[config.mk]
export PLATFORM = sky130hd
export DESIGN_NAME = state_cmd_receiver
export DESIGN_NICKNAME = d
export VERILOG_FILES = /design/src/rtl/state_cmd_pkg.sv /design/src/rtl/cmd_ack_tx.sv /design/src/rtl/state_cmd_receiver.sv
export SDC_FILE = /design/constraint.sdc
export NUM_CORES = 1
export LEC_CHECK = 0
export BUFFER_PORTS_ARGS = -buffer_cell sky130_fd_sc_hd__buf_2
export CAP_MARGIN = 20
export CORE_MARGIN = 2
export CORE_UTILIZATION = 49
export CTS_CLUSTER_SIZE = 28
export DETAILED_ROUTE_END_ITERATION = 7
export GPL_TIMING_DRIVEN = 0
export PLACE_DENSITY = 0.75
export SYNTH_ARGS = -nofsm -noshare
export SYNTH_HDL_FRONTEND = slang
export SYNTH_SLANG_ARGS = --single-unit
[constraint.sdc]
create_clock -name clk_50 -period 2.2 [get_ports clk_50]
set_clock_uncertainty 0.2 [all_clocks]
set_input_delay 0.44 -clock clk_50 [delete_from_list [all_inputs] [get_ports clk_50]]
set_output_delay 0.44 -clock clk_50 [all_outputs]
set_load 0.02 [all_outputs]
[src/rtl/state_cmd_pkg.sv]
`default_nettype none
// ============================================================================
// Module   : state_cmd_pkg
// Brief    : Shared widths, constants and state types for the command receiver.
// Revision : 1.0 - initial release
// ============================================================================
package state_cmd_pkg;

   localparam int          CMD_W            = 2;
   localparam logic [15:0] CMD_PKT_LEN      = 16'd1;
   localparam logic [5:0]  ACK_MARK_DEFAULT = 6'b101000;

   typedef enum logic [0:0] {
      RX_IDLE  = 1'b0,
      RX_BURST = 1'b1
   } rx_state_t;

   typedef enum logic [1:0] {
      A_IDLE = 2'd0,
      A_REQ  = 2'd1,
      A_SEND = 2'd2,
      A_WAIT = 2'd3
   } ack_state_t;

   function automatic logic [7:0] ack_byte(input logic [5:0] mark,
                                           input logic [CMD_W-1:0] cmd);
      return {mark, cmd};
   endfunction

endpackage
`default_nettype wire

[src/rtl/cmd_ack_tx.sv]
`default_nettype none
// ============================================================================
// Module   : cmd_ack_tx
// Brief    : Single-slot ACK sender driving the UDP TX request/ack handshake.
// Revision : 1.0 - initial release
// ============================================================================
module cmd_ack_tx
   import state_cmd_pkg::*;
#(
   parameter logic [5:0] ACK_MARK = ACK_MARK_DEFAULT
)(
   input  logic             clk_50,
   input  logic             sys_rst_n,
   input  logic             ack_req,
   input  logic [CMD_W-1:0] ack_cmd,
   input  logic             udp_tx_ready,
   input  logic             app_tx_ack,
   output logic             app_tx_data_request,
   output logic             app_tx_data_valid,
   output logic [7:0]       app_tx_data,
   output logic             ack_overrun
);

   ack_state_t       r_state;
   ack_state_t       w_state_nxt;
   logic [CMD_W-1:0] r_cmd;
   logic [CMD_W-1:0] w_cmd_nxt;
   logic             r_req;
   logic             w_req_nxt;
   logic             r_dv;
   logic             w_dv_nxt;
   logic [7:0]       r_data;
   logic [7:0]       w_data_nxt;
   logic             r_ovr;
   logic             w_ovr_nxt;

   always_ff @(posedge clk_50 or negedge sys_rst_n) begin
      if (!sys_rst_n) begin
         r_state <= A_IDLE;
         r_cmd   <= '0;
         r_req   <= 1'b0;
         r_dv    <= 1'b0;
         r_data  <= 8'h00;
         r_ovr   <= 1'b0;
      end else begin
         r_state <= w_state_nxt;
         r_cmd   <= w_cmd_nxt;
         r_req   <= w_req_nxt;
         r_dv    <= w_dv_nxt;
         r_data  <= w_data_nxt;
         r_ovr   <= w_ovr_nxt;
      end
   end

   always_comb begin
      w_state_nxt = r_state;
      w_cmd_nxt   = r_cmd;
      w_req_nxt   = r_req;
      w_dv_nxt    = r_dv;
      w_data_nxt  = r_data;
      w_ovr_nxt   = 1'b0;
      case (r_state)
         A_IDLE: begin
            if (ack_req) begin
               w_cmd_nxt   = ack_cmd;
               w_state_nxt = A_REQ;
            end
         end
         A_REQ: begin
            if (udp_tx_ready) begin
               w_req_nxt   = 1'b1;
               w_state_nxt = A_SEND;
            end
         end
         A_SEND: begin
            if (app_tx_ack) begin
               w_req_nxt   = 1'b0;
               w_dv_nxt    = 1'b1;
               w_data_nxt  = ack_byte(ACK_MARK, r_cmd);
               w_state_nxt = A_WAIT;
            end
         end
         A_WAIT: begin
            w_dv_nxt = 1'b0;
            if (udp_tx_ready) begin
               w_state_nxt = A_IDLE;
            end
         end
         default: begin
            w_state_nxt = A_IDLE;
         end
      endcase
      // Only one ACK can be in flight; a request arriving while busy is lost.
      if (ack_req && (r_state != A_IDLE)) begin
         w_ovr_nxt = 1'b1;
      end
   end

   assign app_tx_data_request = r_req;
   assign app_tx_data_valid   = r_dv;
   assign app_tx_data         = r_data;
   assign ack_overrun         = r_ovr;

endmodule
`default_nettype wire

[src/rtl/state_cmd_receiver.sv]
`default_nettype none
// ============================================================================
// Module   : state_cmd_receiver
// Brief    : Parses 1-byte UDP command datagrams and optionally returns an ACK.
// Revision : 1.0 - initial release
// ============================================================================
module state_cmd_receiver
   import state_cmd_pkg::*;
#(
   parameter logic [15:0] LISTEN_PORT = 16'd8080,
   parameter bit          ACK_ENABLE  = 1'b1,
   parameter logic [5:0]  ACK_MARK    = ACK_MARK_DEFAULT
)(
   input  logic             clk_50,
   input  logic             sys_rst_n,
   input  logic             app_rx_data_valid,
   input  logic [7:0]       app_rx_data,
   input  logic [15:0]      app_rx_data_length,
   input  logic [15:0]      app_rx_port_num,
   output logic [CMD_W-1:0] cmd_out,
   output logic             cmd_valid,
   output logic             cmd_error,
   output logic [15:0]      rx_count,
   output logic [7:0]       err_count,
   output logic             ack_overrun,
   input  logic             udp_tx_ready,
   input  logic             app_tx_ack,
   output logic             app_tx_data_request,
   output logic             app_tx_data_valid,
   output logic [7:0]       app_tx_data,
   output logic [15:0]      udp_data_length
);

   rx_state_t   r_rx_state;
   rx_state_t   w_rx_state_nxt;
   logic [7:0]  r_byte;
   logic [15:0] r_len;
   logic [15:0] r_port;
   logic [15:0] r_byte_cnt;
   logic        w_start;
   logic        w_eval;
   logic        w_accept;

   always_comb begin
      w_rx_state_nxt = r_rx_state;
      w_start        = 1'b0;
      w_eval         = 1'b0;
      case (r_rx_state)
         RX_IDLE: begin
            if (app_rx_data_valid) begin
               w_start        = 1'b1;
               w_rx_state_nxt = RX_BURST;
            end
         end
         RX_BURST: begin
            if (!app_rx_data_valid) begin
               w_eval         = 1'b1;
               w_rx_state_nxt = RX_IDLE;
            end
         end
         default: begin
            w_rx_state_nxt = RX_IDLE;
         end
      endcase
   end

   assign w_accept = w_eval
                   && (r_byte_cnt == CMD_PKT_LEN)
                   && (r_len == CMD_PKT_LEN)
                   && (r_port == LISTEN_PORT)
                   && (r_byte[7:CMD_W] == '0);

   // Only the first byte of a run is kept; later bytes merely count.
   always_ff @(posedge clk_50 or negedge sys_rst_n) begin
      if (!sys_rst_n) begin
         r_rx_state <= RX_IDLE;
         r_byte     <= 8'h00;
         r_len      <= 16'd0;
         r_port     <= 16'd0;
         r_byte_cnt <= 16'd0;
      end else begin
         r_rx_state <= w_rx_state_nxt;
         if (w_start) begin
            r_byte     <= app_rx_data;
            r_len      <= app_rx_data_length;
            r_port     <= app_rx_port_num;
            r_byte_cnt <= 16'd1;
         end else if ((r_rx_state == RX_BURST) && app_rx_data_valid
                      && (r_byte_cnt != 16'hFFFF)) begin
            r_byte_cnt <= r_byte_cnt + 16'd1;
         end
      end
   end

   always_ff @(posedge clk_50 or negedge sys_rst_n) begin
      if (!sys_rst_n) begin
         cmd_out   <= '0;
         cmd_valid <= 1'b0;
         cmd_error <= 1'b0;
         rx_count  <= 16'd0;
         err_count <= 8'd0;
      end else begin
         cmd_valid <= w_accept;
         cmd_error <= w_eval && !w_accept;
         if (w_accept) begin
            cmd_out <= r_byte[CMD_W-1:0];
            if (rx_count != 16'hFFFF) begin
               rx_count <= rx_count + 16'd1;
            end
         end
         if (w_eval && !w_accept && (err_count != 8'hFF)) begin
            err_count <= err_count + 8'd1;
         end
      end
   end

   generate
      if (ACK_ENABLE) begin : g_ack
         cmd_ack_tx #(
            .ACK_MARK (ACK_MARK)
         ) u_ack (
            .clk_50              (clk_50),
            .sys_rst_n           (sys_rst_n),
            .ack_req             (w_accept),
            .ack_cmd             (r_byte[CMD_W-1:0]),
            .udp_tx_ready        (udp_tx_ready),
            .app_tx_ack          (app_tx_ack),
            .app_tx_data_request (app_tx_data_request),
            .app_tx_data_valid   (app_tx_data_valid),
            .app_tx_data         (app_tx_data),
            .ack_overrun         (ack_overrun)
         );
      end else begin : g_no_ack
         assign app_tx_data_request = 1'b0;
         assign app_tx_data_valid   = 1'b0;
         assign app_tx_data         = 8'h00;
         assign ack_overrun         = 1'b0;
      end
   endgenerate

   assign udp_data_length = CMD_PKT_LEN;

endmodule
`default_nettype wire
==> metrics.csv <==
metric,value,unit
outcome,finished with violations,
failing checks,negative setup slack,
chip width,100,µm
DR pass1 iterations,4,
nature of the critical path startpoint,flip-flop,
reg-to-reg setup timing slack,-0.13,ns
post-route insts no fill,709,
Layout area overhead,24.8,%
post-route cell area,5690,µm²
gpl congestion,0.961,
"Cell Area, Placed",5190,µm²
Least-Margin Pin Slew,0.581,ns
grt ovf,0,
Post-synth EDFFs,0,
largest net degree at the start of global routing,61,
Worst-Skew Late Latency,0.35,ns
CTS H-tree depth,3,
Required @ worst endpoint,2.24,ns
met1 usage,28.0,%
Ports,100,
Final #Nets,648,
synth warn,0,
CTS tree,yes,
Peak Freq,428,MHz
worst hold slack,0.0739,ns
Die ar.,10100,µm²
final core occ,62.4,%
Detail Route Antenna Nets,0,
# placed instances,682,
"commonest non-fill, non-tap cell in the layout",nand2_1,
CTS Buf Count,9,
vias in the first global route,3438,
met2 GRT Util,31.5,%
Rel. slew slack,61.0,%
kind of critical path,reg -> reg,
Most used DFF post-synth,dfrtp_1,
post-synthesis async set-or-reset flop share,100,%
CTS root buffer,clkbuf_8,
die height,100,µm
core area,9110,µm²
initial core utilization,50.0,%
initial antenna violation count,0,
GR Layer Usage met3,2.92,%
number of core rows,35,
sequential-to-total area share from yosys stat,52.2,%
Mapped Cells,473,
max-slew violations,0,
number of I/O port buffers,79,
most frequent cells in the layout,"nand2_1, dfrtp_1, buf_2, buf_4, conb_1",
CP endpoint kind,flip-flop,
"Max FO, Critical Path",5,
final wirelength,9.90,mm
layout cell share with drive strength beyond 1,29.1,%
Fillers,766,
worst setup margin,-0.134,ns
setup TNS,-1.90,ns
worst hold path class,in -> reg,
via count,3710,
Max Cap Viol,0,
HPWL after detailed placement,6.95,mm
"Hold Violations, Final",0,
RSZ-0062 raised after global routing,true,
initial DRC count,323,
drt via density,5.23,
static leakage,0.00291,µW
Final min period,2.33,ns
clk sinks,95,
post-synth design cell area,4550,µm²
"flops & latches, synth",95,
# DRC,0,
diode count,0,
Worst EP arrival,2.37,ns
first-pass GRT wire length,16.1,mm
Power Dens Cells,729,nW/µm²
Clock Tree Buf Depth,2,
gr busiest metal,met2,
setup violators final,25,
Peak VDD IR,0.000385,V
Syn Area/Cell,9.63,µm²
clock slew at reported path FFs,0.09,ns
synth unique cells,48,
gr usage total,19.8,%
post-route clock period utilization,106,%
routed wire length per instance,14.0,µm
report_power, final:
group,internal (µW),switching [µW]
clock network,522,603
registers,1950,186
logic,380,508
total,2850,1300
layer usage:
| layer | share of wire, % | wire length, µm | vias up |
|---|---|---|---|
| met2 | 48 | 4780 | 122 |
| met5 | 0 | 0 | - |
| met1 | 45 | 4470 | 1784 |
| li1 | - | - | 1791 |
| met4 | 1.4 | 143 | 0 |
| met3 | 5.2 | 510 | 13 |
registers in the layout, summed over array words and instances (netlist names):
signal and flops:
r_rx_state 1, g_ack.u_ack.ack_overrun 1, g_ack.u_ack.r_state 2, cmd_out 2, r_len 16, r_port 16
cmd_valid 1, g_ack.u_ack.app_tx_data_request 1, r_byte_cnt 16, g_ack.u_ack.app_tx_data_valid 1, g_ack.u_ack.app_tx_data 3, cmd_error 1
rx_count 16, err_count 8, r_byte 8, g_ack.u_ack.r_cmd 2
synthesized netlist by cell type (3+ instances only):
library cell / number / area [µm²]
nor3b_1: 3 / 22.5
nand2_1: 146 / 548
buf_4: 22 / 165
nor2_1: 19 / 71.3
and4_1: 6 / 52.6
nand4_1: 17 / 106
and3_1: 10 / 62.6
mux2_2: 8 / 90.1
nand3_1: 14 / 70.1
and2_1: 3 / 18.8
nand2b_1: 3 / 18.8
xor2_1: 10 / 87.6
ha_1: 9 / 113
dfrtp_1: 95 / 2380
inv_1: 10 / 37.5
nor4b_1: 4 / 35.0
clkbuf_1: 11 / 41.3
nor3_1: 3 / 15.0
mux2i_1: 4 / 40.0
o21ai_0: 7 / 35.0
xnor2_1: 17 / 149
or3_1: 5 / 31.3
a21oi_1: 9 / 45.0
nor4_1: 8 / 50.1
cells by family (layout without fill, tap and decap cells):
logic type / count (synthesis) / after routing / synth area share (%)
flip-flops: 95 / 95 / 52.2
XOR/XNOR: 27 / 27 / 5.19
other: 2 / 20 / 0.165
buffers and inverters: 47 / 153 / 6.07
multiplexers: 14 / 14 / 3.35
AND/OR/NAND/NOR: 252 / 252 / 26.5
AO/OA/AOI/OAI: 27 / 28 / 4.09
adder cells (fa/ha/maj): 9 / 9 / 2.47
critical path, stage by stage, from the launching register on:
cell     delay [ns]
dfrtp_1        0.43
nor4_4         0.31
nand4_1        0.23
nor4_4         0.31
buf_4          0.17
buf_6          0.13
nand4_1        0.10
mux2_1         0.32
what timing repair did:
item | 4_1_cts | 5_1_grt
gates cloned | 0 | 3
endpoints found under the hold margin | 35 | 0
hold buffers | 1 | 0
setup buffers | 6 | 2
pin swaps | 2 | 8
resized for setup | 10 | 32
setup endpoints to repair | 34 | 45
area by class of cell:
type	count	area [µm²]	area share, %
timing repair buffer	91	536	9.42
buffer	37	246	4.34
clock inverter	5	58.8	1.03
sequential	95	2380	41.9
tap	111	139	2.44
clock buffer	10	128	2.24
inverter	10	37.5	0.660
multi-input combinational	350	2160	38.0
through the flow:
stage	power, µW	setup WS (ns)
floorplan	2670	0.142
global placement	2920	-0.407
detailed placement	2960	-0.393
CTS	4110	-0.178
global route	4370	-0.193
finish	4140	-0.134
final timing paths:
kind,from,endpoint,cells past startpoint
worst max-delay path,r_byte_cnt[12]$_DFFE_PN0P_,rx_count[12]$_DFFE_PN0P_,7
worst min register to register,r_port[12]$_DFFE_PN0P_,r_port[12]$_DFFE_PN0P_,2
worst min-delay path,app_rx_data_length[5],r_len[5]$_DFFE_PN0P_,3
max in group asynchronous,sys_rst_n,r_byte_cnt[11]$_DFFE_PN0P_,3
min in group asynchronous,sys_rst_n,g_ack.u_ack.ack_overrun$_DFF_PN0_,2
worst max register to register,r_byte_cnt[12]$_DFFE_PN0P_,rx_count[12]$_DFFE_PN0P_,7
Note: power is estimated with default switching activity, not from simulation.
